### config.mk
export PLATFORM = sky130hd
export DESIGN_NAME = uart_tx_arbiter
export DESIGN_NICKNAME = d
export VERILOG_FILES = /design/src/rtl/uart_arb_pkg.sv /design/src/rtl/uart_tx_arbiter_rr_pick.sv /design/src/rtl/uart_tx_arbiter.sv
export SDC_FILE = /design/constraint.sdc
export NUM_CORES = 1
export LEC_CHECK = 0
export BUFFER_PORTS_ARGS = -buffer_cell sky130_fd_sc_hd__clkbuf_2
export CAP_MARGIN = 10
export CORE_MARGIN = 5
export CORE_UTILIZATION = 55
export CTS_CLUSTER_SIZE = 12
export DETAILED_ROUTE_END_ITERATION = 10
export PLACE_DENSITY = 0.92
export SYNTH_ARGS = -nofsm -noshare
export SYNTH_HDL_FRONTEND = slang
export SYNTH_HIERARCHICAL = 1
export SYNTH_SLANG_ARGS = --single-unit
### constraint.sdc
create_clock -name clk -period 4.1 [get_ports clk]
set_clock_uncertainty 0.2 [all_clocks]
set_input_delay 0.205 -clock clk [delete_from_list [all_inputs] [get_ports clk]]
set_output_delay 0.205 -clock clk [all_outputs]
set_load 0.02 [all_outputs]
### src/rtl/uart_arb_pkg.sv
// uart_arb_pkg
// Shared definitions for the UART transmit arbiter: FSM state encoding,
// the largest supported requester count and the helper that sizes the
// round-robin pointer.
package uart_arb_pkg;

  typedef enum logic [1:0] {
    IDLE = 2'd0,
    LOAD = 2'd1,
    SEND = 2'd2
  } arb_state_e;

  localparam int NREQ_MAX = 8;

  // Bits needed to hold a requester index 0..n-1 (at least one bit).
  function automatic int rr_idx_w(input int n);
    int w;
    w = 1;
    while ((1 << w) < n) w = w + 1;
    return w;
  endfunction

endpackage

### src/rtl/uart_tx_arbiter_rr_pick.sv
// rr_pick
// Combinational round-robin picker. Searches the request vector starting
// at ptr_i and wrapping modulo NREQ; returns the first requester found.
// Ports:
//   req_i  - request vector, one bit per requester
//   ptr_i  - index where the search starts (always < NREQ)
//   win_o  - one-hot winner, all zero when nothing requests
//   hit_o  - high when some requester won
module rr_pick
  import uart_arb_pkg::*;
#(
  parameter int NREQ = 4
) (
  input  logic [NREQ-1:0]             req_i,
  input  logic [rr_idx_w(NREQ)-1:0]   ptr_i,
  output logic [NREQ-1:0]             win_o,
  output logic                        hit_o
);

  localparam int IW = rr_idx_w(NREQ);

  logic [IW-1:0] idx;
  int            slot;

  always_comb begin
    win_o = '0;
    hit_o = 1'b0;
    idx   = '0;
    slot  = 0;
    for (int k = 0; k < NREQ; k++) begin
      slot = int'(ptr_i) + k;
      if (slot >= NREQ) slot = slot - NREQ;
      idx = IW'(slot);
      if (!hit_o && req_i[idx]) begin
        win_o[idx] = 1'b1;
        hit_o      = 1'b1;
      end
    end
  end

endmodule

### src/rtl/uart_tx_arbiter.sv
// uart_tx_arbiter
// Packet-locked round-robin arbiter sharing one uart_tx serializer between
// NREQ byte-stream requesters. An owner keeps the grant until the byte
// flagged last has been serialized; each byte is handed over with a single
// tx_start pulse and the next byte is accepted only after tx_done_tick.
// Optional feature macro: UART_ARB_TIMEOUT_EN enables an idle-owner
// watchdog that revokes the grant after TIMEOUT_CYCLES stalled cycles.
// Ports:
//   clk, reset            - clock, synchronous active-high reset
//   req_valid/data/last   - per-requester byte lanes (lane i = bits 8i+7:8i)
//   req_ready             - byte on lane i accepted when valid & ready
//   grant                 - one-hot current owner, zero when idle
//   tx_start, tx_din      - start pulse and registered byte to uart_tx
//   tx_done_tick          - frame-complete pulse from uart_tx
//   busy                  - arbiter not idle
//   timeout_tick          - watchdog revoked a grant (0 without the macro)
module uart_tx_arbiter
  import uart_arb_pkg::*;
#(
  parameter int NREQ           = 4,
  parameter int TIMEOUT_CYCLES = 65535
) (
  input  logic              clk,
  input  logic              reset,
  input  logic [NREQ-1:0]   req_valid,
  input  logic [8*NREQ-1:0] req_data,
  input  logic [NREQ-1:0]   req_last,
  output logic [NREQ-1:0]   req_ready,
  output logic [NREQ-1:0]   grant,
  output logic              tx_start,
  output logic [7:0]        tx_din,
  input  logic              tx_done_tick,
  output logic              busy,
  output logic              timeout_tick
);

  localparam int IW = rr_idx_w(NREQ);

  arb_state_e    state_q, state_d;
  logic [NREQ-1:0] grant_q, grant_d;
  logic [IW-1:0] rr_ptr_q, rr_ptr_d;
  logic          last_q, last_d;
  logic [7:0]    tx_din_q, tx_din_d;
  logic          tx_start_q, tx_start_d;

  logic [NREQ-1:0] pick_win;
  logic            pick_hit;

  logic [IW-1:0] owner_idx;
  logic [7:0]    owner_byte;
  logic          owner_valid;
  logic          owner_last;
  logic [IW-1:0] rr_next;

`ifdef UART_ARB_TIMEOUT_EN
  localparam logic [15:0] CNT_LIMIT = 16'(TIMEOUT_CYCLES - 1);
  logic [15:0] cnt_q, cnt_d;
  logic        tout_q, tout_d;
`endif

  rr_pick #(.NREQ(NREQ)) u_pick (
    .req_i (req_valid),
    .ptr_i (rr_ptr_q),
    .win_o (pick_win),
    .hit_o (pick_hit)
  );

  // Owner lane selection; grant_q is one-hot so only one lane contributes.
  always_comb begin
    owner_idx  = '0;
    owner_byte = '0;
    for (int k = 0; k < NREQ; k++) begin
      if (grant_q[k]) begin
        owner_idx  = IW'(k);
        owner_byte = req_data[8*k +: 8];
      end
    end
    owner_valid = |(req_valid & grant_q);
    owner_last  = |(req_last & grant_q);
  end

  assign rr_next = (owner_idx == IW'(NREQ - 1)) ? '0 : owner_idx + 1'b1;

  always_comb begin
    state_d    = state_q;
    grant_d    = grant_q;
    rr_ptr_d   = rr_ptr_q;
    last_d     = last_q;
    tx_din_d   = tx_din_q;
    tx_start_d = 1'b0;
    req_ready  = '0;
`ifdef UART_ARB_TIMEOUT_EN
    cnt_d      = cnt_q;
    tout_d     = 1'b0;
`endif
    case (state_q)
      IDLE: begin
        if (pick_hit) begin
          grant_d = pick_win;
          state_d = LOAD;
        end
`ifdef UART_ARB_TIMEOUT_EN
        cnt_d = '0;
`endif
      end
      LOAD: begin
        req_ready = grant_q;
        if (owner_valid) begin
          tx_din_d   = owner_byte;
          last_d     = owner_last;
          tx_start_d = 1'b1;
          state_d    = SEND;
`ifdef UART_ARB_TIMEOUT_EN
          cnt_d      = '0;
`endif
        end
`ifdef UART_ARB_TIMEOUT_EN
        else if (cnt_q == CNT_LIMIT) begin
          state_d  = IDLE;
          grant_d  = '0;
          rr_ptr_d = rr_next;
          tout_d   = 1'b1;
        end else begin
          cnt_d = cnt_q + 16'd1;
        end
`endif
      end
      SEND: begin
        if (tx_done_tick) begin
          if (last_q) begin
            state_d  = IDLE;
            grant_d  = '0;
            rr_ptr_d = rr_next;
          end else begin
            state_d = LOAD;
`ifdef UART_ARB_TIMEOUT_EN
            cnt_d   = '0;
`endif
          end
        end
      end
      default: state_d = IDLE;
    endcase
  end

  always_ff @(posedge clk) begin
    if (reset) begin
      state_q    <= IDLE;
      grant_q    <= '0;
      rr_ptr_q   <= '0;
      last_q     <= 1'b0;
      tx_din_q   <= 8'h00;
      tx_start_q <= 1'b0;
`ifdef UART_ARB_TIMEOUT_EN
      cnt_q      <= '0;
      tout_q     <= 1'b0;
`endif
    end else begin
      state_q    <= state_d;
      grant_q    <= grant_d;
      rr_ptr_q   <= rr_ptr_d;
      last_q     <= last_d;
      tx_din_q   <= tx_din_d;
      tx_start_q <= tx_start_d;
`ifdef UART_ARB_TIMEOUT_EN
      cnt_q      <= cnt_d;
      tout_q     <= tout_d;
`endif
    end
  end

  assign grant    = grant_q;
  assign tx_start = tx_start_q;
  assign tx_din   = tx_din_q;
  assign busy     = (state_q != IDLE);

`ifdef UART_ARB_TIMEOUT_EN
  assign timeout_tick = tout_q;
`else
  logic unused_timeout_cfg;
  assign unused_timeout_cfg = (TIMEOUT_CYCLES > 0);
  assign timeout_tick       = 1'b0;
`endif

endmodule

==> flow_metrics.py <==
metrics = {
    "detailed_routing": {
        "num_vias": 1828,
        "routed_wl_mm": 4.793,
        "wl_per_cell_um": 15.77,
        "initialDrtViolationCount": 133,
        "dr_wl_met2_mm": 2.411,
        "dr_wl_met3_um": 299,
        "viasPerCell": 6.013,
        "firstDrtPassIters": 4,
        "antenna_left": 0,
        "drc": 0,
        "maxUsedRoutingLayer": "met4",
        "drt-met1-wl_mm": 2.003,
    },
    "cells_and_area": {
        "layout_commonest_cell": "clkbuf_2",
        "area_delta_synth_final_pct": 15.18,
        "fin_util_pct": 67.02,
        "nets": 310,
        "most-common-layout-cells": "clkbuf_2, nor2b_1, dfxtp_1",
        "antennaDiodeCount": 0,
        "design_area_sq_mm": 0.002079,
        "final_layout_size_suffix_gt1_share_pct": 30.00,
    },
    "floorplanning": {
        "core_sq_mm": 0.003103,
        "core.rowCount": 20,
        "start_util_pct": 58.19,
        "die_y_um": 67.30,
        "die_w_um": 67.30,
        "die_area_sq_mm": 0.004529,
        "num_io_pins": 62,
    },
    "clock_network": {
        "max-clock-path-buffers": 2,
        "cts_buffers": 3,
        "cts.sink_count": 18,
        "clk_root_buffer_cell": "clkbuf_4",
        "path_clk_slew_ns": 0.12,
        "clkLatencyLatePin_ns": 0.30,
        "cts_tree": "done",
        "cts_resized": 0,
        "ctsHoldBuffers": 0,
        "post_cts_buffers": 0,
        "htree_levels": 1,
    },
    "synth": {
        "yosys.area.top_type_share_pct": 19.96,
        "syn_area_sq_mm": 0.001805,
        "synth_edf_count": 0,
        "synth_ff_type": "dfxtp_1",
        "syn_inst": 215,
        "netlist_top_cells_area": "dfxtp_1, nor2b_1, mux2i_1",
        "synth_cell_types": 43,
        "ys_ff_latch": 18,
        "syn_area_per_cell_sq_um": 8.398,
        "synth-async-reset-ratio_pct": 0,
        "syn_nets": 264,
        "ys_seq_area_share_pct": 19.96,
        "synth_top_area_cell": "dfxtp_1",
        "yosysWarnings": 6,
    },
    "worst_setup_path": {
        "cp.required_ns": 4.13,
        "critPathArrivalTime_ns": 2.92,
        "endpoint_kind": "flip-flop",
        "path_class": "flip-flop to flip-flop",
        "cp_max_fo": 23,
        "startpoint_type": "flip-flop",
    },
    "global_route": {
        "grt_pass1_vias": 1695,
        "grt_max_degree": 32,
        "grt_overflow": 0,
        "antenna_found_initial": 0,
        "grt_pass1_wl_mm": 7.500,
        "grt_usage_pct": 21.35,
    },
    "power_and_ir_drop": {
        "p_switching_uw": 184.3,
        "peakVddDrop_uv": 211.5,
        "power_density_mw_per_mm2": 243.7,
        "p_leak_nw": 0.9143,
        "p_clk_share_pct": 22.9,
        "internal_power_uw": 322.5,
        "swShare_pct": 36.37,
        "p_seq_share_pct": 42.2,
        "pwr-share-comb_pct": 34.9,
        "power.total_uw": 506.8,
    },
    "hold_path": {
        "worstHoldPathType": "input pin to flip-flop",
    },
    "place": {
        "port_buffers": 60,
        "dp_hpwl_mm": 3.498,
        "place_area_sq_mm": 0.002043,
        "globalplace.congestion": 1.048,
    },
    "sta": {
        "slew_violations": 0,
        "fmax_ghz": 0.3452,
        "relSlewSlack_pct": 44.95,
        "min_period_over_period_pct": 70.65,
        "setup-violations-final": 0,
        "rsz0062_at_grt": "false",
        "tns_ns": 0,
        "post-route-min-period_ns": 2.897,
        "worst_pin_slew_ns": 0.8247,
        "hold_violations": 0,
    },
    "job": {
        "cap_violations": 0,
    },
    "run_status": {
        "outcome": "completed",
    },
}
## registers in the layout, summed over array words and instances (netlist names)
| register | cells |
|---|---|
| grant | 4 |
| tx_start | 1 |
| last_q | 1 |
| rr_ptr_q | 2 |
| tx_din | 8 |
| state_q | 2 |
## layer usage
metal  GRT usage [%]  up-vias
met5               0        -
met4           6.582        0
met3           4.326       10
met2           38.90       72
met1           24.85      851
li1                -      895
## layout make-up
cell class	count	area, sq um
Multi-Input combinational cell	176	1320
Timing Repair Buffer	60	300.3
Tap cell	44	55.05
Fill cell	277	1023
Clock buffer	4	36.28
Inverter	2	7.507
Sequential cell	18	360.3
## Yosys cell counts, types with 5 or more instances
cell and instances:
buf_6 5, clkbuf_1 9, o211ai_1 8, ha_1 6
nand2_1 13, nand3b_1 6, a21o_1 10, nor2_1 7
nand3_1 11, a21oi_1 6, a2111o_1 8, o22ai_1 6
nor2b_1 19, a211oi_1 10, mux2i_1 10, dfxtp_1 18
and3b_1 8, nand2b_1 12
## power by group through the flow
stage                     logic (mW)  registers, mW  clock network (mW)
final                          0.177          0.214               0.116
after global placement         0.172          0.216                   0
after floorplan                0.123          0.218                   0
after detailed placement       0.176          0.217                   0
after global routing           0.194          0.217               0.124
after CTS                      0.178          0.213               0.119
## worst max-delay path, cell delays in order, from the launching register on
cell and delay, ns:
dfxtp_1 0.76, inv_1 0.20, ha_1 0.48, mux2i_1 0.39, mux2_2 0.30, a211oi_1 0.08
o2bb2ai_1 0.15, nand3b_1 0.09, mux2i_1 0.17
## through the flow
step / hold slack, ns / setup WS [ns] / instances
after global placement: 0.3254 / 1.348 / 300
after detailed placement: 0.3297 / 1.292 / 300
after floorplan: 0.1871 / 1.717 / 215
after global routing: 0.02664 / 1.009 / 304
final: 0.01235 / 1.203 / 304
after CTS: 0.004816 / 1.257 / 304
## worst paths after layout
kind / from / to / slack, ns / depth (start not counted)
worst max register to register: rr_ptr_q[0]$_SDFFE_PP0P_ / grant[1]$_SDFFE_PP0P_ / 1.20 / 8
worst min-delay path: tx_done_tick / state_q[1]$_SDFFE_PP0P_ / 0.01 / 3
worst min register to register: state_q[0]$_SDFFE_PP0P_ / state_q[0]$_SDFFE_PP0P_ / 0.40 / 2
worst max-delay path: rr_ptr_q[0]$_SDFFE_PP0P_ / grant[1]$_SDFFE_PP0P_ / 1.20 / 8
## cell families after synthesis
family,count (synthesis),share of synthesized area (%)
and+or+nand+nor,92,30.91
AOI/OAI and AO/OA,62,28.55
buffers and inverters,21,6.930
DFF,18,19.96
muxes,15,9.286
adders and majority gates,6,4.158
other,1,0.2077
Power figures use the tool's default switching activity.
